--- config.mk ---
export PLATFORM = sky130hd
export DESIGN_NAME = sseg_hexdec_display
export DESIGN_NICKNAME = d
export VERILOG_FILES = /design/src/rtl/sseg_pkg.sv /design/src/rtl/sseg_debounce.sv /design/src/rtl/sseg_hexdec_display.sv
export SDC_FILE = /design/constraint.sdc
export NUM_CORES = 1
export LEC_CHECK = 0
export BUFFER_PORTS_ARGS = -buffer_cell sky130_fd_sc_hd__buf_4
export CORE_MARGIN = 1.5
export CORE_UTILIZATION = 25
export CTS_CLUSTER_DIAMETER = 30
export CTS_CLUSTER_SIZE = 28
export DETAILED_ROUTE_END_ITERATION = 10
export SLEW_MARGIN = 15
export SYNTH_ARGS = -nofsm -noshare
export SYNTH_HDL_FRONTEND = slang
export SYNTH_SLANG_ARGS = --single-unit
--- constraint.sdc ---
create_clock -name clk -period 3.6 [get_ports clk]
set_input_delay 0 -clock clk [delete_from_list [all_inputs] [get_ports clk]]
set_output_delay 0 -clock clk [all_outputs]
set_load 0.005 [all_outputs]
--- src/rtl/sseg_pkg.sv ---
`default_nettype none
// ---------------------------------------------------------------------------
// sseg_pkg : segment code table, FSM state type and double-dabble helper
// Revision : 1.0
// ---------------------------------------------------------------------------
package sseg_pkg;

  typedef enum logic [1:0] {
    ST_IDLE    = 2'd0,
    ST_CONVERT = 2'd1,
    ST_UPDATE  = 2'd2
  } state_t;

  localparam logic [6:0] c_seg_dash  = 7'h3F;
  localparam logic [6:0] c_seg_blank = 7'h7F;

  // Active-low {g,f,e,d,c,b,a}
  function automatic logic [6:0] seg_code(input logic [3:0] nib);
    logic [6:0] code;
    case (nib)
      4'h0: code = 7'h40;
      4'h1: code = 7'h79;
      4'h2: code = 7'h24;
      4'h3: code = 7'h30;
      4'h4: code = 7'h19;
      4'h5: code = 7'h12;
      4'h6: code = 7'h02;
      4'h7: code = 7'h78;
      4'h8: code = 7'h00;
      4'h9: code = 7'h10;
      4'hA: code = 7'h08;
      4'hB: code = 7'h03;
      4'hC: code = 7'h46;
      4'hD: code = 7'h21;
      4'hE: code = 7'h06;
      default: code = 7'h0E;
    endcase
    return code;
  endfunction

  function automatic logic [3:0] dd_adjust(input logic [3:0] d);
    return (d >= 4'd5) ? d + 4'd3 : d;
  endfunction

endpackage
`default_nettype wire

--- src/rtl/sseg_debounce.sv ---
`default_nettype none
// ---------------------------------------------------------------------------
// sseg_debounce : two-flop synchroniser, counter debouncer, rising-edge pulse
// Revision : 1.0
// ---------------------------------------------------------------------------
module sseg_debounce #(
  parameter int DEBOUNCE_CYCLES = 1000000
) (
  input  logic clk,
  input  logic rst_n,
  input  logic btn,
  output logic rise
);

  localparam int c_cnt_w = $clog2(DEBOUNCE_CYCLES + 1);
  localparam logic [c_cnt_w-1:0] c_cnt_last = c_cnt_w'(DEBOUNCE_CYCLES - 1);

  logic               r_sync1;
  logic               r_sync2;
  logic               r_level;
  logic               r_rise;
  logic [c_cnt_w-1:0] r_cnt;

  // A sample equal to the current level restarts the run of differing samples
  always_ff @(posedge clk or negedge rst_n) begin
    if (!rst_n) begin
      r_sync1 <= 1'b0;
      r_sync2 <= 1'b0;
      r_level <= 1'b0;
      r_rise  <= 1'b0;
      r_cnt   <= '0;
    end else begin
      r_sync1 <= btn;
      r_sync2 <= r_sync1;
      r_rise  <= 1'b0;
      if (r_sync2 == r_level) begin
        r_cnt <= '0;
      end else if (r_cnt == c_cnt_last) begin
        r_cnt   <= '0;
        r_level <= r_sync2;
        r_rise  <= r_sync2;
      end else begin
        r_cnt <= r_cnt + 1'b1;
      end
    end
  end

  assign rise = r_rise;

endmodule
`default_nettype wire

--- src/rtl/sseg_hexdec_display.sv ---
`default_nettype none
// ---------------------------------------------------------------------------
// sseg_hexdec_display : multiplexed 7-seg display, hex or BCD with button mode
// Revision : 1.0
// ---------------------------------------------------------------------------
module sseg_hexdec_display
  import sseg_pkg::*;
#(
  parameter int NUM_DIGITS      = 4,
  parameter int DATA_W          = 14,
  parameter int REFRESH_CYCLES  = 50000,
  parameter int DEBOUNCE_CYCLES = 1000000
) (
  input  logic                  clk,
  input  logic                  rst_n,
  input  logic                  btn,
  input  logic [DATA_W-1:0]     value,
  input  logic                  value_valid,
  output logic                  value_ready,
  output logic [6:0]            sseg,
  output logic [NUM_DIGITS-1:0] an,
  output logic                  dp,
  output logic                  mode_dec
);

  localparam int c_bcd_w = 4 * NUM_DIGITS;
  localparam int c_bit_w = $clog2(DATA_W + 1);
  localparam int c_ref_w = $clog2(REFRESH_CYCLES + 1);
  localparam int c_idx_w = $clog2(NUM_DIGITS);
  localparam logic [63:0]        c_dec_limit = 64'(10 ** NUM_DIGITS);
  localparam logic [c_bit_w-1:0] c_bit_last  = c_bit_w'(DATA_W - 1);
  localparam logic [c_ref_w-1:0] c_ref_last  = c_ref_w'(REFRESH_CYCLES - 1);
  localparam logic [c_idx_w-1:0] c_idx_last  = c_idx_w'(NUM_DIGITS - 1);

  state_t               r_state;
  state_t               w_state_next;
  logic                 w_accept;
  logic                 w_load_disp;

  logic [DATA_W-1:0]    r_shift;
  logic [c_bcd_w-1:0]   r_bcd;
  logic [c_bit_w-1:0]   r_bit_cnt;
  logic [DATA_W-1:0]    r_cap_value;
  logic                 r_cap_ovf;
  logic [c_bcd_w-1:0]   w_bcd_adj;
  logic [c_bcd_w-1:0]   w_bcd_next;

  logic [c_bcd_w-1:0]   r_disp_bcd;
  logic [DATA_W-1:0]    r_disp_value;
  logic                 r_disp_ovf;
  logic [c_bcd_w-1:0]   w_hex_view;
  logic                 w_trunc;
  logic [NUM_DIGITS-1:0] w_blank;
  logic                 w_seen;

  logic [c_ref_w-1:0]   r_refresh_cnt;
  logic [c_idx_w-1:0]   r_digit_idx;
  logic [c_idx_w-1:0]   w_next_idx;
  logic [NUM_DIGITS-1:0] r_an;
  logic [6:0]           r_sseg;
  logic                 r_dp;
  logic [6:0]           w_seg_next;
  logic                 w_dp_next;
  logic [3:0]           w_hex_nib;
  logic [3:0]           w_dec_nib;

  logic                 r_mode_dec;
  logic                 w_rise;

  sseg_debounce #(
    .DEBOUNCE_CYCLES(DEBOUNCE_CYCLES)
  ) u_debounce (
    .clk  (clk),
    .rst_n(rst_n),
    .btn  (btn),
    .rise (w_rise)
  );

  always_ff @(posedge clk or negedge rst_n) begin
    if (!rst_n) r_state <= ST_IDLE;
    else        r_state <= w_state_next;
  end

  always_comb begin
    w_state_next = r_state;
    value_ready  = 1'b0;
    w_accept     = 1'b0;
    w_load_disp  = 1'b0;
    case (r_state)
      ST_IDLE: begin
        value_ready = 1'b1;
        if (value_valid) begin
          w_accept     = 1'b1;
          w_state_next = ST_CONVERT;
        end
      end
      ST_CONVERT: begin
        if (r_bit_cnt == c_bit_last) w_state_next = ST_UPDATE;
      end
      ST_UPDATE: begin
        w_load_disp  = 1'b1;
        w_state_next = ST_IDLE;
      end
      default: w_state_next = ST_IDLE;
    endcase
  end

  for (genvar g = 0; g < NUM_DIGITS; g++) begin : g_dd
    assign w_bcd_adj[4*g +: 4] = dd_adjust(r_bcd[4*g +: 4]);
  end
  // Overflowing values lose their top carry; they are shown as dashes anyway
  assign w_bcd_next = c_bcd_w'({w_bcd_adj, r_shift[DATA_W-1]});

  always_ff @(posedge clk or negedge rst_n) begin
    if (!rst_n) begin
      r_shift      <= '0;
      r_bcd        <= '0;
      r_bit_cnt    <= '0;
      r_cap_value  <= '0;
      r_cap_ovf    <= 1'b0;
      r_disp_bcd   <= '0;
      r_disp_value <= '0;
      r_disp_ovf   <= 1'b0;
    end else begin
      if (w_accept) begin
        r_shift     <= value;
        r_cap_value <= value;
        r_cap_ovf   <= (64'(value) >= c_dec_limit);
        r_bcd       <= '0;
        r_bit_cnt   <= '0;
      end else if (r_state == ST_CONVERT) begin
        r_shift   <= r_shift << 1;
        r_bcd     <= w_bcd_next;
        r_bit_cnt <= r_bit_cnt + 1'b1;
      end
      if (w_load_disp) begin
        r_disp_bcd   <= r_bcd;
        r_disp_value <= r_cap_value;
        r_disp_ovf   <= r_cap_ovf;
      end
    end
  end

  if (DATA_W > c_bcd_w) begin : g_trunc
    assign w_hex_view = r_disp_value[c_bcd_w-1:0];
    assign w_trunc    = |r_disp_value[DATA_W-1:c_bcd_w];
  end else if (DATA_W == c_bcd_w) begin : g_exact
    assign w_hex_view = r_disp_value;
    assign w_trunc    = 1'b0;
  end else begin : g_pad
    assign w_hex_view = {{(c_bcd_w - DATA_W){1'b0}}, r_disp_value};
    assign w_trunc    = 1'b0;
  end

  // A digit is a leading zero when it and every digit to its left are zero
  always_comb begin
    w_seen  = 1'b0;
    w_blank = '0;
    for (int k = NUM_DIGITS - 1; k >= 0; k--) begin
      if (r_disp_bcd[4*k +: 4] != 4'd0) w_seen = 1'b1;
      w_blank[k] = !w_seen && (k != 0);
    end
  end

  assign w_next_idx = (r_digit_idx == c_idx_last) ? '0 : r_digit_idx + 1'b1;
  assign w_hex_nib  = w_hex_view[4*w_next_idx +: 4];
  assign w_dec_nib  = r_disp_bcd[4*w_next_idx +: 4];

  always_comb begin
    w_seg_next = c_seg_blank;
    if (!r_mode_dec)              w_seg_next = seg_code(w_hex_nib);
    else if (r_disp_ovf)          w_seg_next = c_seg_dash;
    else if (w_blank[w_next_idx]) w_seg_next = c_seg_blank;
    else                          w_seg_next = seg_code(w_dec_nib);
  end

  assign w_dp_next = !(!r_mode_dec && w_trunc && (w_next_idx == c_idx_last));

  always_ff @(posedge clk or negedge rst_n) begin
    if (!rst_n) begin
      r_refresh_cnt <= '0;
      r_digit_idx   <= '0;
      r_an          <= '1;
      r_sseg        <= c_seg_blank;
      r_dp          <= 1'b1;
    end else if (r_refresh_cnt == c_ref_last) begin
      r_refresh_cnt <= '0;
      r_digit_idx   <= w_next_idx;
      r_an          <= ~(NUM_DIGITS'(1) << w_next_idx);
      r_sseg        <= w_seg_next;
      r_dp          <= w_dp_next;
    end else begin
      r_refresh_cnt <= r_refresh_cnt + 1'b1;
    end
  end

  always_ff @(posedge clk or negedge rst_n) begin
    if (!rst_n)      r_mode_dec <= 1'b1;
    else if (w_rise) r_mode_dec <= ~r_mode_dec;
  end

  assign an       = r_an;
  assign sseg     = r_sseg;
  assign dp       = r_dp;
  assign mode_dec = r_mode_dec;

endmodule
`default_nettype wire

==> results.yml, run 1 <==
outcome:
  status: "complete, no violations"
clock_tree:
  clockRootBuffer: "clkbuf_16"
  cts_tree: "done"
  post_cts_resized: 0
  path_clk_slew_ns: 0.07
  cts_sinks: 136
  cts_max_path_buffers: 2
  htree_levels: 4
  insertion_delay_ns: 0.42
  cts_made_buffers: 17
logic_synthesis:
  synth_top_area_share_pct: 46.13
  syn_inst: 651
  async_reset_ff_share_pct: 100.0
  synth_edf_count: 0
  syn_area_um2: 6726
  synth-seq-cells: 136
  synthTopCellsByArea: "dfrtp_1 (46%), mux2_2 (6.2%), nand2_1 (5.9%)"
  syn_area_per_cell_um2: 10.33
  seq_area_frac_synth_pct: 50.82
  synthesis.nets: 698
  yosysWarnings: 0
  netlist.top_cell.by_area: "dfrtp_1"
  synth_cell_types: 55
  ys.flop_type: "dfrtp_1"
placement:
  place_congestion: 0.7934
  port_buffers: 30
  hpwl_um: 9543
drt:
  vias: 4732
  drc: 0
  drt_iter0_markers: 334
  routedWlPerCell_um: 13.20
  ant_nets: 0
  vias_per_cell: 4.507
  dr.pass1.iters: 5
  wl_um: 13860
setup_path:
  crit_top_cell: "inv_1"
  crit_end: "sseg[3]"
  worstRegToRegCells: 8
  critPathKind: "reg2reg"
  cp.arrival_ns: 3.29
  startpoint: "r_digit_idx[1]"
  reg2reg_from: "r_digit_idx[1]"
  crit_chain: "inv_1 -> ha_1 -> mux2_1 -> a211oi_2 -> inv_1 -> o211a_1 -> a2111oi_0 -> a211oi_1"
  r2r_setup_slack_ns: 0.63
  crit_path_start_kind: "flop"
  slowest_stage: "a211oi_2"
  worst_setup_path_end_kind: "flop"
  crit_required_ns: 3.92
  regToRegEndpoint: "sseg[3]"
  max_stage_delay_ns: 0.64
  worst-path-max-fanout: 12
layout:
  layout-drive-gt1-share_pct: 18.74
  ff_latch_area_um2: 3418
  diodes: 0
  final_nets: 749
  fillers: 2653
  multiInputGateArea_um2: 3105
  area_growth_pct: 20.05
min_path:
  hold_path_class: "in2reg"
  hold_start: "value_valid"
power:
  leakage_nw: 3.678
  pwr_density_cell_nw_per_um2: 626.1
  ir_drop_mv: 0.2763
  power_mw: 5.056
timing:
  fin_tns_setup_ns: 0
  fin_crit_ns: 2.968
  setup_viol: 0
  max_freq_ghz: 0.3369
  finalCritPeriodShare_pct: 82.46
  relSlewSlack_pct: 31.44
  fin_skew_ns: 0.01597
  hold_viol_final: 0
  worst_pin_slew_ns: 1.025
  slew_violations: 0
  grt_setup_unrepaired: "no"
job:
  drv_cap: 0
floorplanning:
  coreArea_um2: 26210
  initial_core_util_pct: 25.67
  fp.dieW_um: 167.0
  dieHeight_um: 167.0
  io_pins: 32
  placementRows: 59
  die_area_um2: 27900
grt:
  grt_pass1_vias: 4624
  track_usage_pct: 10.67
  grt_antenna_before_repair: 0
  grt_max_degree: 98
  grt_pass1_wl_um: 24010
  overflow: 0
==> cells by family after synthesis <==
group	after synthesis	share of synthesized area, %
flip-flops	136	50.82
AND/OR/NAND/NOR	260	18.06
XOR/XNOR	43	5.599
AO/OA/AOI/OAI	79	8.017
other	1	0.05575
multiplexers	54	9.003
buffers and inverters	49	3.051
adder cells (fa/ha/maj)	29	5.394
==> critical path: cells and delay by family (launching register included) <==
kind | cells | cell delay [ns]
buffers and inverters | 2 | 0.27
adders and majority gates | 1 | 0.44
DFF | 1 | 0.40
AOI/OAI and AO/OA | 4 | 1.40
muxes | 1 | 0.37
==> how the worst min path moves through the flow <==
stage	end	slack (ns)	depth (start not counted)
detailed placement	u_debounce.r_sync1	0.12	1
floorplan	r_bcd[0]	-0.30	0
global placement	u_debounce.r_sync1	0.12	1
finish	r_bcd[0]	0.19	4
global route	r_bcd[12]	0.22	4
CTS	r_bcd[0]	0.16	4
==> layout make-up <==
class / count / share of cell area [%]
flip-flops and latches: 136 / 42.33
repair buffers: 58 / 5.934
well taps: 335 / 5.191
clock buffers: 18 / 5.438
inverters: 23 / 1.100
multi-input cells: 466 / 38.46
clock inverters: 14 / 1.549
==> cell usage in the layout, fill, tap and decap left out, types with 4 or more instances in the layout <==
cell type      instances
nor2_1                51
mux2_2                37
dfrtp_1              124
inv_1                 22
ha_1                  29
nand3_1               43
xor2_1                24
nand4_1                5
nor4b_1                4
xnor2_1               19
buf_4                 41
a21oi_1               15
nor2b_1                5
and3_1                 7
a32o_1                 4
inv_6                  8
nand2_1              106
clkbuf_16             17
nor3_1                 8
o31ai_1                8
and4_1                 4
dfstp_2               12
o21ai_0               28
a211oi_1               5
dlygate4sd3_1         16
mux2i_1               14
nand2b_1               6
nor4_1                 7
==> registers in the layout, indices dropped and copies added, names as in the netlist, 2 cells and up <==
name and flops:
u_debounce.r_cnt 20, r_bcd 16, r_cap_value 14, r_state 2, r_refresh_cnt 16, r_bit_cnt 4
an 4, r_disp_bcd 16, r_digit_idx 2, sseg 7, r_disp_value 14, r_shift 14
==> per-layer routing <==
metal / wire, µm / track usage [%] / share of wire, %
met5: 0 / 0 / 0
met3: 355 / 2.424 / 2.6
met4: 78 / 3.202 / 0.56
met2: 6275 / 15.97 / 45
met1: 7148 / 15.25 / 52
==> metrics by stage <==
step / hold slack (ns) / utilization (%) / std cells / setup WS (ns) / area, µm²
detailed placement: 0.1185 / 28.05 / 1002 / 0.6639 / 7351
global route: 0.2173 / 30.81 / 1050 / 0.3563 / 8075
global placement: 0.1183 / 28.05 / 1002 / 0.8398 / 7351
finish: 0.1870 / 30.81 / 1050 / 0.6316 / 8075
CTS: 0.1644 / 30.81 / 1050 / 0.6115 / 8075
floorplan: -0.2956 / - / 651 / 0.6994 / 6726
==> where the power goes <==
group          switching (mW)  leakage, nW  internal, mW
Clock                   0.719        0.279         0.930
Sequential              0.269         1.74          1.88
Combinational           0.714         1.66         0.545
==> synthesized netlist by cell type, types with 3 or more instances <==
cell        n
clkbuf_1   16
nor4_1      7
inv_1      22
and3_1      7
o21ai_0    28
nor2b_1     6
nand3_1    43
and2_1      3
o32ai_1     3
a32o_1      4
buf_2       6
and4_1      4
and3b_1     3
ha_1       29
xnor2_1    19
nor3_1      8
a21oi_1    15
o31ai_1     8
nand2b_1    6
nand4_1     5
nor2_1     51
dfrtp_1   124
mux2_2     37
buf_4       3
nand2_1   106
dfstp_2    12
mux2i_1    14
a211oi_1    5
xor2_1     24
nor4b_1     4
==> repair_timing <==
item,4_1_cts,5_1_grt
endpoints found under the hold margin,113,0
buffers inserted,0,0
hold buffers,16,0
Power figures use the tool's default switching activity.
==> run 2: changes to the inputs <==
Clock period 3.6 ns to 2.55 ns, I/O delays scaled along.
==> results.yml, run 2 (synthesis results as in run 1) <==
outcome:
  status: "complete, no violations"
drt:
  drt_iter0_markers: 244
  dr.pass1.iters: 4
  vias: 4860
  vias_per_cell: 4.559
  routedWlPerCell_um: 13.49
  drc: 0
  ant_nets: 0
  wl_um: 14380
setup_path:
  crit_path_start_kind: "flop"
  crit_chain: "inv_2 -> ha_4 -> buf_12 -> mux2_4 -> a211oi_4 -> nand2_1 -> o211a_1 -> a2111oi_4 -> a211oi_1"
  crit_required_ns: 2.88
  max_stage_delay_ns: 0.41
  critPathKind: "reg2reg"
  worst-path-max-fanout: 15
  cp_top_family: "compound AO/OA/AOI/OAI gates"
  slowest_stage: "dfrtp_1"
  regToRegEndpoint: "sseg[3]"
  worst_setup_path_end_kind: "flop"
  worstRegToRegCells: 9
  crit_buf_inv: 2
  reg2reg_from: "r_digit_idx[1]"
  r2r_setup_slack_ns: 0.05
  cp.arrival_ns: 2.83
clock_tree:
  cts_max_path_buffers: 2
  clockRootBuffer: "clkbuf_16"
  htree_levels: 4
  insertion_delay_ns: 0.43
  path_clk_slew_ns: 0.06
  cts_sinks: 136
  cts_made_buffers: 17
  cts_tree: "done"
floorplanning:
  io_pins: 32
  dieHeight_um: 167.0
  coreArea_um2: 26210
  die_area_um2: 27900
  placementRows: 59
  fp.dieW_um: 167.0
  initial_core_util_pct: 25.67
grt:
  track_usage_pct: 10.73
  grt_pass1_wl_um: 24160
  overflow: 0
  grt_max_degree: 62
  grt_pass1_vias: 4778
  grt_antenna_before_repair: 0
placement:
  place_congestion: 0.8369
  hpwl_um: 9749
  port_buffers: 30
power:
  pwr_density_cell_nw_per_um2: 882.7
  power_mw: 7.360
  ir_drop_mv: 0.3870
  leakage_nw: 3.773
min_path:
  hold_path_class: "in2async"
timing:
  setup_viol: 0
  worst_pin_slew_ns: 1.050
  grt_setup_unrepaired: "yes"
  hold_viol_final: 0
  fin_skew_ns: 0.01028
  slew_violations: 0
  max_freq_ghz: 0.3999
  fin_crit_ns: 2.501
  relSlewSlack_pct: 29.77
  finalCritPeriodShare_pct: 98.06
layout:
  final_nets: 765
  diodes: 0
  fin_util_pct: 31.82
  area_growth_pct: 23.96
  layout-drive-gt1-share_pct: 22.16
  top_register: "u_debounce.r_cnt"
  final_common_cell: "dfrtp_1"
  final_cell_mix: "dfrtp_1 (123), nand2_1 (106), buf_4 (52)"
  largest_register_ffs: 20
job:
  drv_cap: 0
==> run 2: worst max path at each step <==
stage	start	end	slack, ns	depth (start not counted)
floorplan	r_digit_idx[0]	sseg[3]	0.008	12
global placement	r_digit_idx[0]	sseg[3]	0.05	9
detailed placement	r_digit_idx[0]	sseg[3]	-0.004	9
CTS	r_digit_idx[1]	sseg[3]	-0.001	8
global route	r_digit_idx[1]	sseg[3]	-0.06	10
finish	r_digit_idx[1]	sseg[3]	0.05	9
==> run 2: timing repair <==
item                                    4_1_cts  5_1_grt
gates resized for setup                       1       15
endpoints found under the hold margin        88        0
hold buffers                                 16        0
endpoints found under the setup margin        2        6
buffers inserted                              3        6
pin swaps                                     1        4
gates cloned                                  0        1
==> run 2: area by class of cell <==
type	instances	area [µm²]
Inverter	23	88.84
Clock inverter	12	140.1
Sequential cell	136	3420
Multi-Input combinational cell	466	3194
Tap cell	335	419.2
Fill cell	2633	17870
Clock buffer	20	446.7
Timing Repair Buffer	74	629.4
==> run 2: per-layer routing <==
| layer | vias up | GRT usage, % | part of all wire (%) | wire length [µm] |
|---|---|---|---|---|
| met5 | - | 0 | 0 | 0 |
| met4 | 0 | 3.636 | 1.0 | 147 |
| met3 | 10 | 2.828 | 3.2 | 457 |
| met2 | 75 | 16.41 | 46 | 6650 |
| met1 | 2396 | 14.64 | 50 | 7123 |
| li1 | 2379 | - | - | - |
==> run 2: report_power, final <==
| group | total, mW | switching [mW] | internal (mW) |
|---|---|---|---|
| combinational | 1.87 | 1.05 | 0.822 |
| clock | 2.44 | 0.960 | 1.48 |
| sequential | 3.05 | 0.396 | 2.66 |
| total | 7.36 | 2.40 | 4.96 |
==> run 2: through the flow <==
stage          instances  setup TNS (ns)  instance area (µm²)  worst slack, ns  hold slack, ns
2_1_floorplan        651               0                 6769         0.007591         -0.2956
3_3_place_gp        1008               0                 7445          0.05250         0.03622
3_5_place_dp        1008       -0.003898                 7445        -0.003898         0.03079
4_1_cts             1059       -0.001267                 8218        -0.001267          0.1562
5_1_grt             1066         -0.1486                 8338         -0.06044          0.1886
6_report            1066               0                 8338          0.04939          0.1359
==> run 3: changes to the inputs <==
Settings changed: CTS_BUF_LIST set to sky130_fd_sc_hd__clkbuf_2.
==> results.yml, run 3 (synthesis results as in run 1) <==
timing:
  fin_crit_ns: 2.501
  relSlewSlack_pct: 26.85
  finalCritPeriodShare_pct: 98.07
  max_freq_ghz: 0.3999
  fin_skew_ns: 0.04284
  setup_viol: 0
  hold_viol_final: 0
  worst_pin_slew_ns: 1.093
  fin_worst_hold_slack_ns: 0.08985
  slew_violations: 0
  grt_setup_unrepaired: "yes"
clock_tree:
  cts_made_buffers: 17
  cts_tree: "done"
  path_clk_slew_ns: 0.21
  cts_sinks: 136
  cts_max_path_buffers: 2
  htree_levels: 4
  insertion_delay_ns: 0.70
  clockRootBuffer: "clkbuf_2"
drt:
  routedWlPerCell_um: 13.28
  wl_um: 14420
  ant_nets: 0
  drc: 0
  drt_iter0_markers: 240
  vias: 4969
  vias_per_cell: 4.576
  dr.pass1.iters: 4
min_path:
  hold_path_class: "in2reg"
layout:
  largest_register_ffs: 20
  top_register: "u_debounce.r_cnt"
  final_cell_mix: "dfrtp_1 (123), nand2_1 (106), buf_4 (54)"
  layout-drive-gt1-share_pct: 21.73
  final_nets: 784
  area_growth_pct: 21.58
  final_common_cell: "dfrtp_1"
job:
  drv_cap: 0
power:
  power_mw: 6.242
  leakage_nw: 3.717
  pwr_density_cell_nw_per_um2: 763.2
  ir_drop_mv: 0.2775
placement:
  place_congestion: 0.8369
  port_buffers: 30
  hpwl_um: 9749
setup_path:
  cp.arrival_ns: 3.12
  crit_path_start_kind: "flop"
  worst_setup_path_end_kind: "flop"
  crit_required_ns: 3.17
  worst-path-max-fanout: 15
  critPathKind: "reg2reg"
floorplanning:
  initial_core_util_pct: 25.67
  die_area_um2: 27900
  placementRows: 59
  dieHeight_um: 167.0
  coreArea_um2: 26210
  io_pins: 32
  fp.dieW_um: 167.0
grt:
  grt_max_degree: 47
  grt_pass1_vias: 4818
  grt_antenna_before_repair: 1
  track_usage_pct: 10.68
  grt_pass1_wl_um: 24150
  overflow: 0
outcome:
  status: "complete, no violations"
[run 3: changes by cell type in the layout (fill, tap and decap cells not counted), sizes merged]
cell,previous run,this run
dlygate4sd3,16,32
clkinv,2,3
clkbuf,20,19
buf,58,61
diode,0,1
[run 3: path summary, 6_finish.rpt]
path | start | cells after the start | slack [ns] | end
hold / removal | value[10] | 4 | 0.09 | r_cap_value[10]
min in group asynchronous | rst_n | 3 | 0.47 | sseg[0]
setup / recovery | r_digit_idx[0] | 8 | 0.05 | sseg[3]
hold reg to reg | u_debounce.r_sync1 | 0 | 0.38 | u_debounce.r_sync2
setup reg to reg | r_digit_idx[0] | 8 | 0.05 | sseg[3]
max in group asynchronous | rst_n | 4 | 1.80 | r_disp_bcd[11]
[run 3: final cells by class]
class                      count  area, µm²
tap                          335      419.2
timing repair buffer          93      832.0
inverter                      23      88.84
clock inverter                13      143.9
multi-input combinational    466       3177
antenna                        1      2.502
fill                        2665      18030
sequential                   136       3420
clock buffer                  19      95.09
[run 3: what timing repair did]
| item | CTS | global route |
|---|---|---|
| gates resized for setup | 1 | 11 |
| setup endpoints to repair | 2 | 6 |
| endpoints found under the hold margin | 183 | 4 |
| buffers inserted | 3 | 8 |
| gates cloned | 0 | 1 |
| hold buffers | 29 | 4 |
| pin swaps | 1 | 3 |
[run 3: per-layer routing]
layer / track usage [%] / vias to the layer above / part of all wire, %
met3: 2.495 / 9 / 2.8
met1: 14.68 / 2463 / 50
met5: 0 / - / 0
met4: 3.202 / 0 / 1.1
met2: 16.65 / 75 / 47
li1: - / 2422 / -
[run 3: metrics by stage]
stage | TNS, ns | cells | worst slack, ns | cell area (µm²) | utilization [%]
after floorplan | 0 | 651 | 0.007591 | 6769 | -
after global placement | 0 | 1008 | 0.05250 | 7445 | 28.41
after detailed placement | -0.003898 | 1008 | -0.003898 | 7445 | 28.41
after CTS | 0 | 1072 | 0.01130 | 8018 | 30.59
after global routing | -0.09834 | 1086 | -0.03729 | 8178 | 31.21
final | 0 | 1086 | 0.04931 | 8178 | 31.21
[run 3: power breakdown]
group          internal, mW  switching (mW)  leakage [nW]
registers              2.65           0.395          1.74
logic                 0.861            1.04          1.84
clock network         0.468           0.832         0.140
[run 3: critical path, cell delays in order (launching register included)]
cell	delay, ns
dfrtp_2	0.46
inv_2	0.07
ha_4	0.27
buf_12	0.14
mux2_4	0.32
a211oi_4	0.37
mux2_4	0.36
a2111oi_4	0.38
a211oi_1	0.08
